## src/rtl/bpsk_pkg.sv

```systemverilog
// bpsk_pkg: shared constants and types for the differential BPSK modulator.
// Contents: symbol period lengths, rate_sel encoding, DAC mid-scale, PN9 seed/taps,
//           and the quarter-wave sine table used by sine_lut_256.
package bpsk_pkg;
  localparam int SYM_N_10K = 3200;
  localparam int SYM_N_8K = 4000;
  localparam int SYM_N_6K = 5333;
  typedef enum logic [1:0] {
    RATE_10K = 2'd0,
    RATE_8K = 2'd1,
    RATE_6K = 2'd2,
    RATE_10K_B = 2'd3
  } rate_e;
  localparam logic [9:0] DA_MID = 10'd512;
  localparam logic [8:0] PN_SEED = 9'h1FF;
  // x^9 + x^5 + 1: feedback from lfsr[8] and lfsr[4]
  localparam logic [8:0] PN_TAPS = 9'h110;
  // round(511 * sin(2*pi*k/256)) for k = 0..64; the other three quadrants follow by symmetry
  localparam logic [8:0] QSIN [0:64] = '{
    9'd0, 9'd13, 9'd25, 9'd38, 9'd50, 9'd63, 9'd75, 9'd87,
    9'd100, 9'd112, 9'd124, 9'd136, 9'd148, 9'd160, 9'd172, 9'd184,
    9'd196, 9'd207, 9'd218, 9'd230, 9'd241, 9'd252, 9'd263, 9'd273,
    9'd284, 9'd294, 9'd304, 9'd314, 9'd324, 9'd334, 9'd343, 9'd352,
    9'd361, 9'd370, 9'd379, 9'd387, 9'd395, 9'd403, 9'd410, 9'd418,
    9'd425, 9'd432, 9'd438, 9'd445, 9'd451, 9'd456, 9'd462, 9'd467,
    9'd472, 9'd477, 9'd481, 9'd485, 9'd489, 9'd492, 9'd496, 9'd499,
    9'd501, 9'd503, 9'd505, 9'd507, 9'd509, 9'd510, 9'd510, 9'd511,
    9'd511
  };
  function automatic logic [12:0] sym_last(rate_e r);
    return r == RATE_8K ? 13'(SYM_N_8K - 1) : r == RATE_6K ? 13'(SYM_N_6K - 1) : 13'(SYM_N_10K - 1);
  endfunction
endpackage

```

## src/rtl/bpsk_mod_if.sv

```systemverilog
// bpsk_mod_if: control/data bundle between a bit source and the BPSK modulator.
// Signals: en, rate_sel, data_in (source -> modulator);
//          data_req, code_out, da_data (modulator -> source/DAC).
// Modports: master = bit source / controller, slave = modulator.
interface bpsk_mod_if;
  logic en;
  logic [1:0] rate_sel;
  logic data_in;
  logic data_req;
  logic code_out;
  logic [9:0] da_data;
  modport master(output en, rate_sel, data_in, input data_req, code_out, da_data);
  modport slave(input en, rate_sel, data_in, output data_req, code_out, da_data);
endinterface

```

## src/rtl/sine_lut_256.sv

```systemverilog
// sine_lut_256: registered 256-entry sine lookup, entry k = round(511*sin(2*pi*k/256)).
// Ports:
//   clk_32m - clock
//   rst_n   - asynchronous active-low reset (output clears to 0)
//   addr_i  - 8-bit phase address
//   data_o  - 10-bit two's-complement sample, one cycle after addr_i
module sine_lut_256
  import bpsk_pkg::*;
(
  input  logic       clk_32m,
  input  logic       rst_n,
  input  logic [7:0] addr_i,
  output logic [9:0] data_o
);
  logic [6:0] k_w;
  logic [8:0] mag_w;
  logic [9:0] data_d, data_q;
  // second and fourth quadrants read the quarter table backwards
  assign k_w = addr_i[6] ? 7'd64 - {1'b0, addr_i[5:0]} : {1'b0, addr_i[5:0]};
  assign mag_w = QSIN[k_w];
  assign data_d = addr_i[7] ? -{1'b0, mag_w} : {1'b0, mag_w};
  assign data_o = data_q;
  always_ff @(posedge clk_32m or negedge rst_n)
    if (!rst_n) data_q <= '0;
    else data_q <= data_d;
endmodule

```

## src/rtl/bpsk_mod.sv

```systemverilog
// bpsk_mod: differential BPSK modulator, DDS carrier through a 256-entry sine LUT,
//           10-bit offset-binary output for the AD path.
// Build option: define BPSK_MOD_PN_EN to replace data_in with an internal PN9 source
//               (x^9+x^5+1, seed 9'h1FF, reseeded while en=0).
// Ports:
//   clk_32m - sole clock (32 MHz)
//   rst_n   - asynchronous active-low reset
//   bus     - bpsk_mod_if.slave: en, rate_sel, data_in in; data_req, code_out, da_data out
// Latency: phase/code change reaches da_data two cycles later.
module bpsk_mod
  import bpsk_pkg::*;
#(
  parameter logic [31:0] CARRIER_FCW = 32'h1000_0000
) (
  input logic clk_32m,
  input logic rst_n,
  bpsk_mod_if.slave bus
);
  logic [31:0] phase_q, phase_d;
  logic [12:0] sym_cnt_q, sym_cnt_d;
  rate_e rate_q, rate_d;
  logic code_q, code_d;
  logic [9:0] da_q, da_d;
  logic [9:0] lut_w;
  logic [7:0] addr_w;
  logic last_w, bit_w;
  assign last_w = sym_cnt_q == sym_last(rate_q);
  assign bus.data_req = bus.en && last_w;
  assign bus.code_out = code_q;
  assign bus.da_data = da_q;
`ifdef BPSK_MOD_PN_EN
  logic [8:0] lfsr_q, lfsr_d;
  assign bit_w = lfsr_q[8];
  assign lfsr_d = !bus.en ? PN_SEED : bus.data_req ? {lfsr_q[7:0], ^(lfsr_q & PN_TAPS)} : lfsr_q;
  always_ff @(posedge clk_32m or negedge rst_n)
    if (!rst_n) lfsr_q <= PN_SEED;
    else lfsr_q <= lfsr_d;
`else
  assign bit_w = bus.data_in;
`endif
  // the code bit adds half a turn (128 of 256 LUT steps)
  assign addr_w = phase_q[31:24] + {code_q, 7'b0};
  sine_lut_256 u_lut (
    .clk_32m(clk_32m),
    .rst_n  (rst_n),
    .addr_i (addr_w),
    .data_o (lut_w)
  );
  always_comb begin
    phase_d = bus.en ? phase_q + CARRIER_FCW : '0;
    sym_cnt_d = (!bus.en || last_w) ? '0 : sym_cnt_q + 13'd1;
    // rate is only taken at a symbol boundary, or freely while idle
    rate_d = (!bus.en || last_w) ? rate_e'(bus.rate_sel) : rate_q;
    code_d = bus.en ? code_q ^ (last_w & bit_w) : 1'b0;
    da_d = bus.en ? {~lut_w[9], lut_w[8:0]} : DA_MID;
  end
  always_ff @(posedge clk_32m or negedge rst_n)
    if (!rst_n) begin
      phase_q <= '0;
      sym_cnt_q <= '0;
      rate_q <= RATE_10K;
      code_q <= 1'b0;
      da_q <= DA_MID;
    end else begin
      phase_q <= phase_d;
      sym_cnt_q <= sym_cnt_d;
      rate_q <= rate_d;
      code_q <= code_d;
      da_q <= da_d;
    end
endmodule

```

## src/flat_wrapper.sv

```systemverilog
// flat-port wrapper written by rule: the top's interface ports become plain ports
module bpsk_mod_flat import bpsk_pkg::*;
#(
  parameter logic [31:0] CARRIER_FCW = 32'h1000_0000
)
  (clk_32m, rst_n, bus_en, bus_rate_sel, bus_data_in, bus_data_req, bus_code_out, bus_da_data);
  bpsk_mod_if bus_i ();
  input logic clk_32m;
  input logic rst_n;
  input wire logic [$bits(bus_i.en)-1:0] bus_en;
  input wire logic [$bits(bus_i.rate_sel)-1:0] bus_rate_sel;
  input wire logic [$bits(bus_i.data_in)-1:0] bus_data_in;
  output wire logic [$bits(bus_i.data_req)-1:0] bus_data_req;
  output wire logic [$bits(bus_i.code_out)-1:0] bus_code_out;
  output wire logic [$bits(bus_i.da_data)-1:0] bus_da_data;
  assign bus_i.en = bus_en;
  assign bus_i.rate_sel = bus_rate_sel;
  assign bus_i.data_in = bus_data_in;
  assign bus_data_req = bus_i.data_req;
  assign bus_code_out = bus_i.code_out;
  assign bus_da_data = bus_i.da_data;
  bpsk_mod #(.CARRIER_FCW(CARRIER_FCW)) u_core (.clk_32m(clk_32m), .rst_n(rst_n), .bus(bus_i));
endmodule
```

## config.mk

```make
export PLATFORM = sky130hd
export DESIGN_NAME = bpsk_mod_flat
export DESIGN_NICKNAME = d
export VERILOG_FILES = /design/src/rtl/bpsk_pkg.sv /design/src/rtl/bpsk_mod_if.sv /design/src/rtl/sine_lut_256.sv /design/src/rtl/bpsk_mod.sv /design/src/flat_wrapper.sv
export SDC_FILE = /design/constraint.sdc
export NUM_CORES = 1
export LEC_CHECK = 0
export CORE_ASPECT_RATIO = 1.25
export CORE_MARGIN = 4
export CORE_UTILIZATION = 25
export DETAILED_ROUTE_END_ITERATION = 7
export GPL_ROUTABILITY_DRIVEN = 1
export SYNTH_ARGS = -nofsm -noshare
export SYNTH_HDL_FRONTEND = slang
export SYNTH_SLANG_ARGS = --single-unit
```

## constraint.sdc

```tcl
create_clock -name clk_32m -period 4.97 [get_ports clk_32m]
set_clock_uncertainty 0.15 [all_clocks]
set_input_delay 1.2425 -clock clk_32m [delete_from_list [all_inputs] [get_ports clk_32m]]
set_output_delay 1.2425 -clock clk_32m [all_outputs]
set_load 0.02 [all_outputs]
```

== Yosys cells after proc, flatten, opt, wreduce, memory -nomap -nowiden ==
Memories as Yosys holds them, arrays and structs flattened.
Cells that the tools add are included.

* $add $sub $neg: 5
* Multipliers: 0
* Div/mod/pow operators: 0
* Order comparisons: 1
* Eq/ne operators: 3
* Shifts and indexed selects: 0
* Mux-type cells: 10
* Bitwise gates (word level): 4
* Reductions and logical operators: 3

{| class="wikitable"
|+ Operators by type and width
! operator !! count
|-
| 2-to-1 mux 13 bit || 3
|-
| adder 32 x 29 -> 32 bit, second input constant || 1
|-
| 2-to-1 mux 32 bit || 1
|-
| 2-to-1 mux 10 bit || 2
|-
| 2-to-1 mux 9 bit || 2
|-
| adder 13 x 1 -> 13 bit, second input constant || 1
|-
| == test 13 bit || 1
|-
| negation 9 -> 10 bit || 1
|-
| adder 8 bit || 1
|-
| greater-or-equal comparator 8 bit, second input constant || 1
|-
| NOT 7 -> 8 bit || 1
|-
| 2-to-1 mux 7 bit || 1
|-
| subtractor 7 x 6 -> 7 bit, first input constant || 1
|-
| == test 2 x 1 -> 1 bit, second input constant || 1
|-
| == test 2 bit, second input constant || 1
|-
| AND 1 bit || 1
|-
| logical AND 1 bit || 1
|-
| logical NOT 1 bit || 1
|-
| logical OR 1 bit || 1
|-
| 2-to-1 mux 1 bit || 1
|-
| NOT 1 bit || 1
|-
| XOR 1 bit || 1
|}

* Register bits after elaboration: 68
* Bits in latches: 0
* RAM bits: 0
* Memory bits (read-only): 1,152
* Bits of input ports: 6
* Output and inout bits: 12
* Logic and storage cells: 33
* Memories: 1

{| class="wikitable"
|+ Memories
! memory !! depth !! width !! rd ports !! clocked after Yosys merged registers in !! write ports !! RTL line !! RTL
|-
| (name not given) || 128 || 9 || 1 || 0 || 0 || sine_lut_256.sv:20 || <nowiki>assign mag_w = QSIN[k_w];</nowiki>
|}

== Longest topological paths before layout ==
Gate-level depths: netlist of the first run.

* Word-level depth: 9
* Gate-level depth with buffers: 9
* Gate-level depth less buffers: 9

== By module ==
From an unflattened synthesis of the first run, not the netlist that was laid out.

* Cell total of the unflattened synthesis: 352
* Area, all modules: 3,270.6 um^2

{| class="wikitable"
|+ Modules (own cells, without submodules)
! module !! instances !! cells an instance !! area an instance (um^2) !! seq. area each (um^2)
|-
| sine_lut_256 || 1 || 235 || 1,909.3 || 250.2
|-
| bpsk_mod || 1 || 117 || 1,361.3 || 752.0
|}

== Worst setup path before layout of the first run ==
No wires, ideal clock.

* Path type: flip-flop to output port
* Start point: reg u_core.rate_q[0]
* End point: out bus_data_req
* Arrival: 1.874 ns
* Data required time: 3.578 ns
* Setup slack: 1.704 ns
* Stages on the path, launching flop included: 7
* Path buffers: 0
* Cell sequence: dfrtp_1 -> inv_1 -> ha_1 -> or3b_1 -> a221o_2 -> a21oi_4 -> and2_1

* Longest elaborated chain between the ends: 5
* Elaborated cells on any way between the ends: 6
* Classes of those cells: eq/ne (3); mux (2); reduce/logical (1)

{| class="wikitable"
|+ RTL lines
! item !! RTL line !! RTL
|-
| from (decl) || bpsk_mod.sv:21 || <nowiki>rate_e rate_q, rate_d;</nowiki>
|-
| from (signal assigned) || bpsk_mod.sv:67 || <nowiki>rate_q <= rate_d;</nowiki>
|-
| == test 2 bit || bpsk_pkg.sv:31 || <nowiki>return r == RATE_8K ? 13'(SYM_N_8K - 1) : r == RATE_6K ? 13'(SYM_N_6K - 1) : 13'(SYM_N_10K - 1);</nowiki>
|-
| 2-to-1 mux 13 bit || bpsk_pkg.sv:31 ||
|-
| 2-to-1 mux 13 bit * || bpsk_pkg.sv:31 ||
|-
| == test 13 bit * || bpsk_mod.sv:27 || <nowiki>assign last_w = sym_cnt_q == sym_last(rate_q);</nowiki>
|-
| logical AND 1 bit * || bpsk_mod.sv:28 || <nowiki>assign bus.data_req = bus.en && last_w;</nowiki>
|-
| to (decl) || flat_wrapper.sv:13 || <nowiki>output wire logic [$bits(bus_i.data_req)-1:0] bus_data_req;</nowiki>
|}

Every way passes the cells marked *; elsewhere a longest branch is shown, timed or not.

== Worst setup path after layout of the first run ==
Same ends and word-level chain as after synthesis.

==> results of run 1 <==
layout make-up:
cell class              count  area, sq um
fillers                   797         5440
flip-flops and latches     40         1000
multi-input cells         136          920
repair buffers             17          165
well taps                  95          119
clock buffers               5         68.8
clock inverters             3         46.3
inverters                   9         33.8
through the flow:
stage,total power [W],utilization,setup WS [ps]
final,0.000722,0.302,615
after global routing,0.000761,0.302,477
after CTS,0.000734,0.302,581
after detailed placement,0.000460,0.287,779
after global placement,0.000458,0.287,773
after floorplan,0.000424,-,1700
cell usage after synthesis (all sizes together) (2+ instances only):
cell and number:
a211o 2, o21ai 4, xor2 7, and3 3, a211oi 3, a21oi 4
nand4 3, xnor2 9, nand2 14, nand3 12, nor3 15, dfrtp 39
mux2 3, clkbuf 4, or3b 2, inv 9, mux2i 2, and2 13
buf 2, a32oi 2, ha 7, nor4 2, nor2 11, a221o 2
power groups by stage:
stage | registers (W) | logic (W) | clock network [W]
after global placement | 0.000364 | 0.0000939 | 0
after global routing | 0.000361 | 0.000106 | 0.000294
after CTS | 0.000358 | 0.0000960 | 0.000280
after detailed placement | 0.000365 | 0.0000956 | 0
after floorplan | 0.000368 | 0.0000562 | 0
final | 0.000358 | 0.0000945 | 0.000270
final timing paths:
path / endpoint / slack (ps) / cells after the start
max: bus_data_req / 610 / 7
min: u_core.bus.da_data[9] / 220 / 1
max reg2reg: u_core.u_lut.data_o[8] / 2190 / 9
min reg2reg: u_core.bus.da_data[9] / 220 / 1
max in group asynchronous: u_core.u_lut.data_o[3] / 3190 / 1
min in group asynchronous: u_core.sym_cnt_q[5] / 910 / 1
worst max-delay path: stages, from the launching register on:
cell             delay [ps]
dfrtp_1                 360
inv_1                    60
ha_1                    300
or3b_1                  350
a221o_2                 470
a21oi_4                 340
and2_1                  190
clkdlybuf4s50_1         600
layer usage:
metal | part of all wire | up-vias
li1 | - | 707
met1 | 0.46 | 665
met2 | 0.48 | 21
met3 | 0.028 | 10
met4 | 0.025 | 0
met5 | 0 | -
flip-flops by register name, indices dropped and copies added (netlist names):
name,count
u_core.u_lut.data_o,10
u_core.phase_q,4
u_core.bus.code_out,1
u_core.bus.da_data,10
u_core.rate_q,2
u_core.sym_cnt_q,13
logic make-up after synthesis:
logic type / after synthesis / synth area share
compound gates: 22 / 0.0888
xor+xnor: 16 / 0.0705
fa+ha+maj: 7 / 0.0441
buf+inv: 15 / 0.0327
flops: 40 / 0.504
mux: 5 / 0.0271
other cells: 1 / 0.00189
simple gates: 85 / 0.230
==> results.toml, run 1 <==
[outcome]
status = "finished, final reports clean"

[sta]
max_slew_margin = 0.405
period_minus_slack_ps = 4360
fin_crit_sh = 0.876
worstMarginPinSlew_ps = 893
finalMaxSlewViolations = 0
tns_ps = 0
rsz0062_at_grt = "no"
setup_viol_count_final = 0
whs_ps = 222
fmax_ghz = 0.230
finalHoldViolCount = 0

[final_layout]
instances_no_fill = 305
fin_area_sq_um = 2350
layout_commonest_cell = "dfrtp_1"
fin_nets = 222
area_growth_pct = 18.5
final_cell_mix = "dfrtp_1, clkdlybuf4s50_1, nor3_1, nand2_1, and2_1"
diodes = 0
drive_above_1_share = 0.0905

[drt]
via_count = 1403
first_iter_violations = 54
drt_wl_total_um = 3760
antenna_left = 0
drtPass1Iterations = 4
drc = 0
via_per_inst = 4.60
detail_route.wl_per_cell_um = 12.3

[setup_path]
critPathRequiredTime_ps = 3580
crit_fanout = 14
worstSetupStartpoint = "u_core.rate_q[0]"
critical_path_class = "flip-flop to primary output"
arrival_ps = 2960
start_kind = "flip-flop"
r2r-start = "u_core.phase_q[28]"
crit_path_end_kind = "primary output"

[pwr]
intPower_w = 0.000539
clock_power_share = 0.373
p_leak_nw = 0.980
powerDensity_nw_per_um2 = 306
vdd_ir_drop_max_uv = 163
p_sw_w = 0.000182
switching_share = 0.253
seq_power_share = 0.496
p_comb_frac = 0.131

[die]
rows = 36
die-area_sq_um = 9450
start_util = 0.255
core_sq_um = 7790
fp.dieW_um = 87.7
ioPinCount = 18
fp.dieH_um = 108

[min_path]
hold_path_startpoint = "u_core.u_lut.data_o[9]"
hold_path.class = "flip-flop to flip-flop"

[clocking]
cts_made_buffers = 5
cts_tree = "built"
htree_levels = 2
insertion_delay_ps = 290
cts_sinks = 40
cts_resized = 0
cts_setup_buffers = 0
clockBufferDepth = 2
clockRootBuffer = "clkbuf_8"
holdBufCountCts = 0
clkTransAtPathRegs_ps = 80

[logic_synthesis]
synth_top_area_share = 0.491
synthCells = 191
ys_seq_elements = 40
syn_avg_cell_area_sq_um = 10.4
synth_edf_count = 0
yosys_warnings = 0
synth_area_leaders = "dfrtp_1, ha_1, and2_1"
synthDistinctLibCells = 46
synth_nets = 204
synth_area_sq_um = 1990
async_reset_ff_frac = 1.00
seq_area_frac_synth = 0.504
yosysTopAreaCell = "dfrtp_1"
synth_flop_cell = "dfrtp_1"

[grt]
grt.total_usage = 0.0889
grt_pass1_wl_um = 6570
met3_usage = 0.0184
grt_antenna_before_repair = 0
top_usage_layer = "met2"
met1_usage = 0.113
globalRouteMet2Util = 0.142
grt-ovfl-total = 0
grt_max_degree = 41
first_global_vias = 1431

[flow_run]
cap_violations = 0

[placed_design]
gp_congestion = 0.740
dp_hpwl_um = 2660
portBuffers = 17
dpl_cell_area_sq_um = 2240
place_inst = 297
(Power assumes the default switching activity.)
==> run 2: changes to the inputs <==
SLEW_MARGIN = 20   (was default)
==> results of run 2 <==
Final layout, timing and power as in run 1 (identical DEF).
==> run 3: changes to the inputs <==
CTS_BUF_LIST = sky130_fd_sc_hd__clkbuf_16   (was default)
==> run 3 against run 2 <==
Global-route usage up 0.28 points. Clock power rose by 37%. Via count up 1.0%. Register-to-register slack about the same. Non-clock buffer count is the same. Critical path depth is the same. Power grew 14%. Fmax is 0.35% higher. Critical path type unchanged. Largest cell class unchanged. Highest routed layer unchanged.
==> results.toml, run 3 (synthesis gave the netlist of run 1 again) <==
[grt]
grt_pass1_wl_um = 6640
first_global_vias = 1441
grt-ovfl-total = 0
grt_max_degree = 41
grt.total_usage = 0.0917
grt_antenna_before_repair = 0

[drt]
via_count = 1417
via_per_inst = 4.65
drt_wl_total_um = 3840
detail_route.wl_per_cell_um = 12.6
first_iter_violations = 55
drc = 0
drtPass1Iterations = 4
antenna_left = 0

[die]
ioPinCount = 18
fp.dieW_um = 87.7
start_util = 0.255
core_sq_um = 7790
die-area_sq_um = 9450
rows = 36
fp.dieH_um = 108

[outcome]
status = "finished, final reports clean"

[setup_path]
arrival_ps = 2950
worst_path_max_delay_cell = "clkdlybuf4s50_1"
max_stage_delay_ps = 600
crit_fanout = 14
start_kind = "flip-flop"
crit_family = "compound AO/OA/AOI/OAI gates"
path_cells = "inv_1, ha_1, or3b_1, a221o_2, a21oi_4, and2_1, clkdlybuf4s50_1"
cp_num_buf_inv = 2
crit_path_end_kind = "primary output"
critPathRequiredTime_ps = 3580
critical_path_class = "flip-flop to primary output"

[sta]
tns_ps = 0
finalMaxSlewViolations = 0
fmax_ghz = 0.230
rsz0062_at_grt = "no"
setup_viol_count_final = 0
finalHoldViolCount = 0
setup_ws_ps = 630
worstMarginPinSlew_ps = 903
period_minus_slack_ps = 4340
fin_crit_sh = 0.873
max_slew_margin = 0.398

[final_layout]
layout_commonest_cell = "dfrtp_1"
fillers = 791
diodes = 0
fin_nets = 222
area_growth_pct = 21.3
top_register = "u_core.sym_cnt_q"
final_cell_mix = "dfrtp_1, clkdlybuf4s50_1, nor3_1, nand2_1, and2_1"
largest_reg_flops = 13
drive_above_1_share = 0.0905

[clocking]
clockBufferDepth = 2
insertion_delay_ps = 290
cts_tree = "built"
cts_resized = 0
clockRootBuffer = "clkbuf_16"
clkTransAtPathRegs_ps = 60
cts_setup_buffers = 0
cts_sinks = 40
holdBufCountCts = 0
cts_made_buffers = 5
htree_levels = 2

[placed_design]
dp_hpwl_um = 2660
gp_congestion = 0.740
post-place-ws_ps = 779
portBuffers = 17

[pwr]
vdd_ir_drop_max_uv = 195
powerDensity_nw_per_um2 = 342
p_leak_nw = 1.01

[min_path]
hold_path.class = "flip-flop to flip-flop"

[flow_run]
cap_violations = 0
==> run 3: power breakdown <==
group	switching [W]	total (W)	internal [W]	leakage (nW)
logic	0.0000527	0.0000949	0.0000422	0.397
registers	0.0000115	0.000358	0.000347	0.529
clock network	0.000133	0.000371	0.000238	0.0804
total	0.000197	0.000824	0.000627	1.01
==> run 3: metrics by stage <==
| step | instance area (sq um) | cells | power [W] | util | hold slack [ps] |
|---|---|---|---|---|---|
| finish | 2410 | 305 | 0.000824 | 0.309 | 226 |
| global route | 2410 | 305 | 0.000864 | 0.309 | 255 |
| CTS | 2410 | 305 | 0.000834 | 0.309 | 231 |
| detailed placement | 2240 | 297 | 0.000460 | 0.287 | 214 |
| global placement | 2240 | 297 | 0.000458 | 0.287 | 209 |
| floorplan | 1990 | 191 | 0.000424 | - | 202 |
==> run 3: area by class of cell <==
cell class | instances | area (sq um) | area share
Multi-Input combinational cell | 136 | 920 | 0.381
Clock inverter | 3 | 46.3 | 0.0192
Inverter | 9 | 33.8 | 0.0140
Sequential cell | 40 | 1000 | 0.416
Tap cell | 95 | 119 | 0.0493
Clock buffer | 5 | 125 | 0.0519
Timing Repair Buffer | 17 | 165 | 0.0685
==> run 3: final timing paths <==
kind | from | end | slack (ps) | cells after the start
max | u_core.rate_q[0] | bus_data_req | 630 | 7
min | u_core.u_lut.data_o[9] | u_core.bus.da_data[9] | 230 | 1
max reg2reg | u_core.phase_q[28] | u_core.u_lut.data_o[8] | 2190 | 9
min reg2reg | u_core.u_lut.data_o[9] | u_core.bus.da_data[9] | 230 | 1
max in group asynchronous | rst_n | u_core.u_lut.data_o[4] | 3170 | 1
min in group asynchronous | rst_n | u_core.sym_cnt_q[5] | 920 | 1
==> run 3: per-layer routing <==
metal	track usage	vias up	wire length (um)	share of wire
met4	0.0537	0	117	0.030
li1	-	707	-	-
met5	0	-	0	0
met3	0.0230	9	123	0.032
met1	0.114	674	1760	0.46
met2	0.142	27	1850	0.48
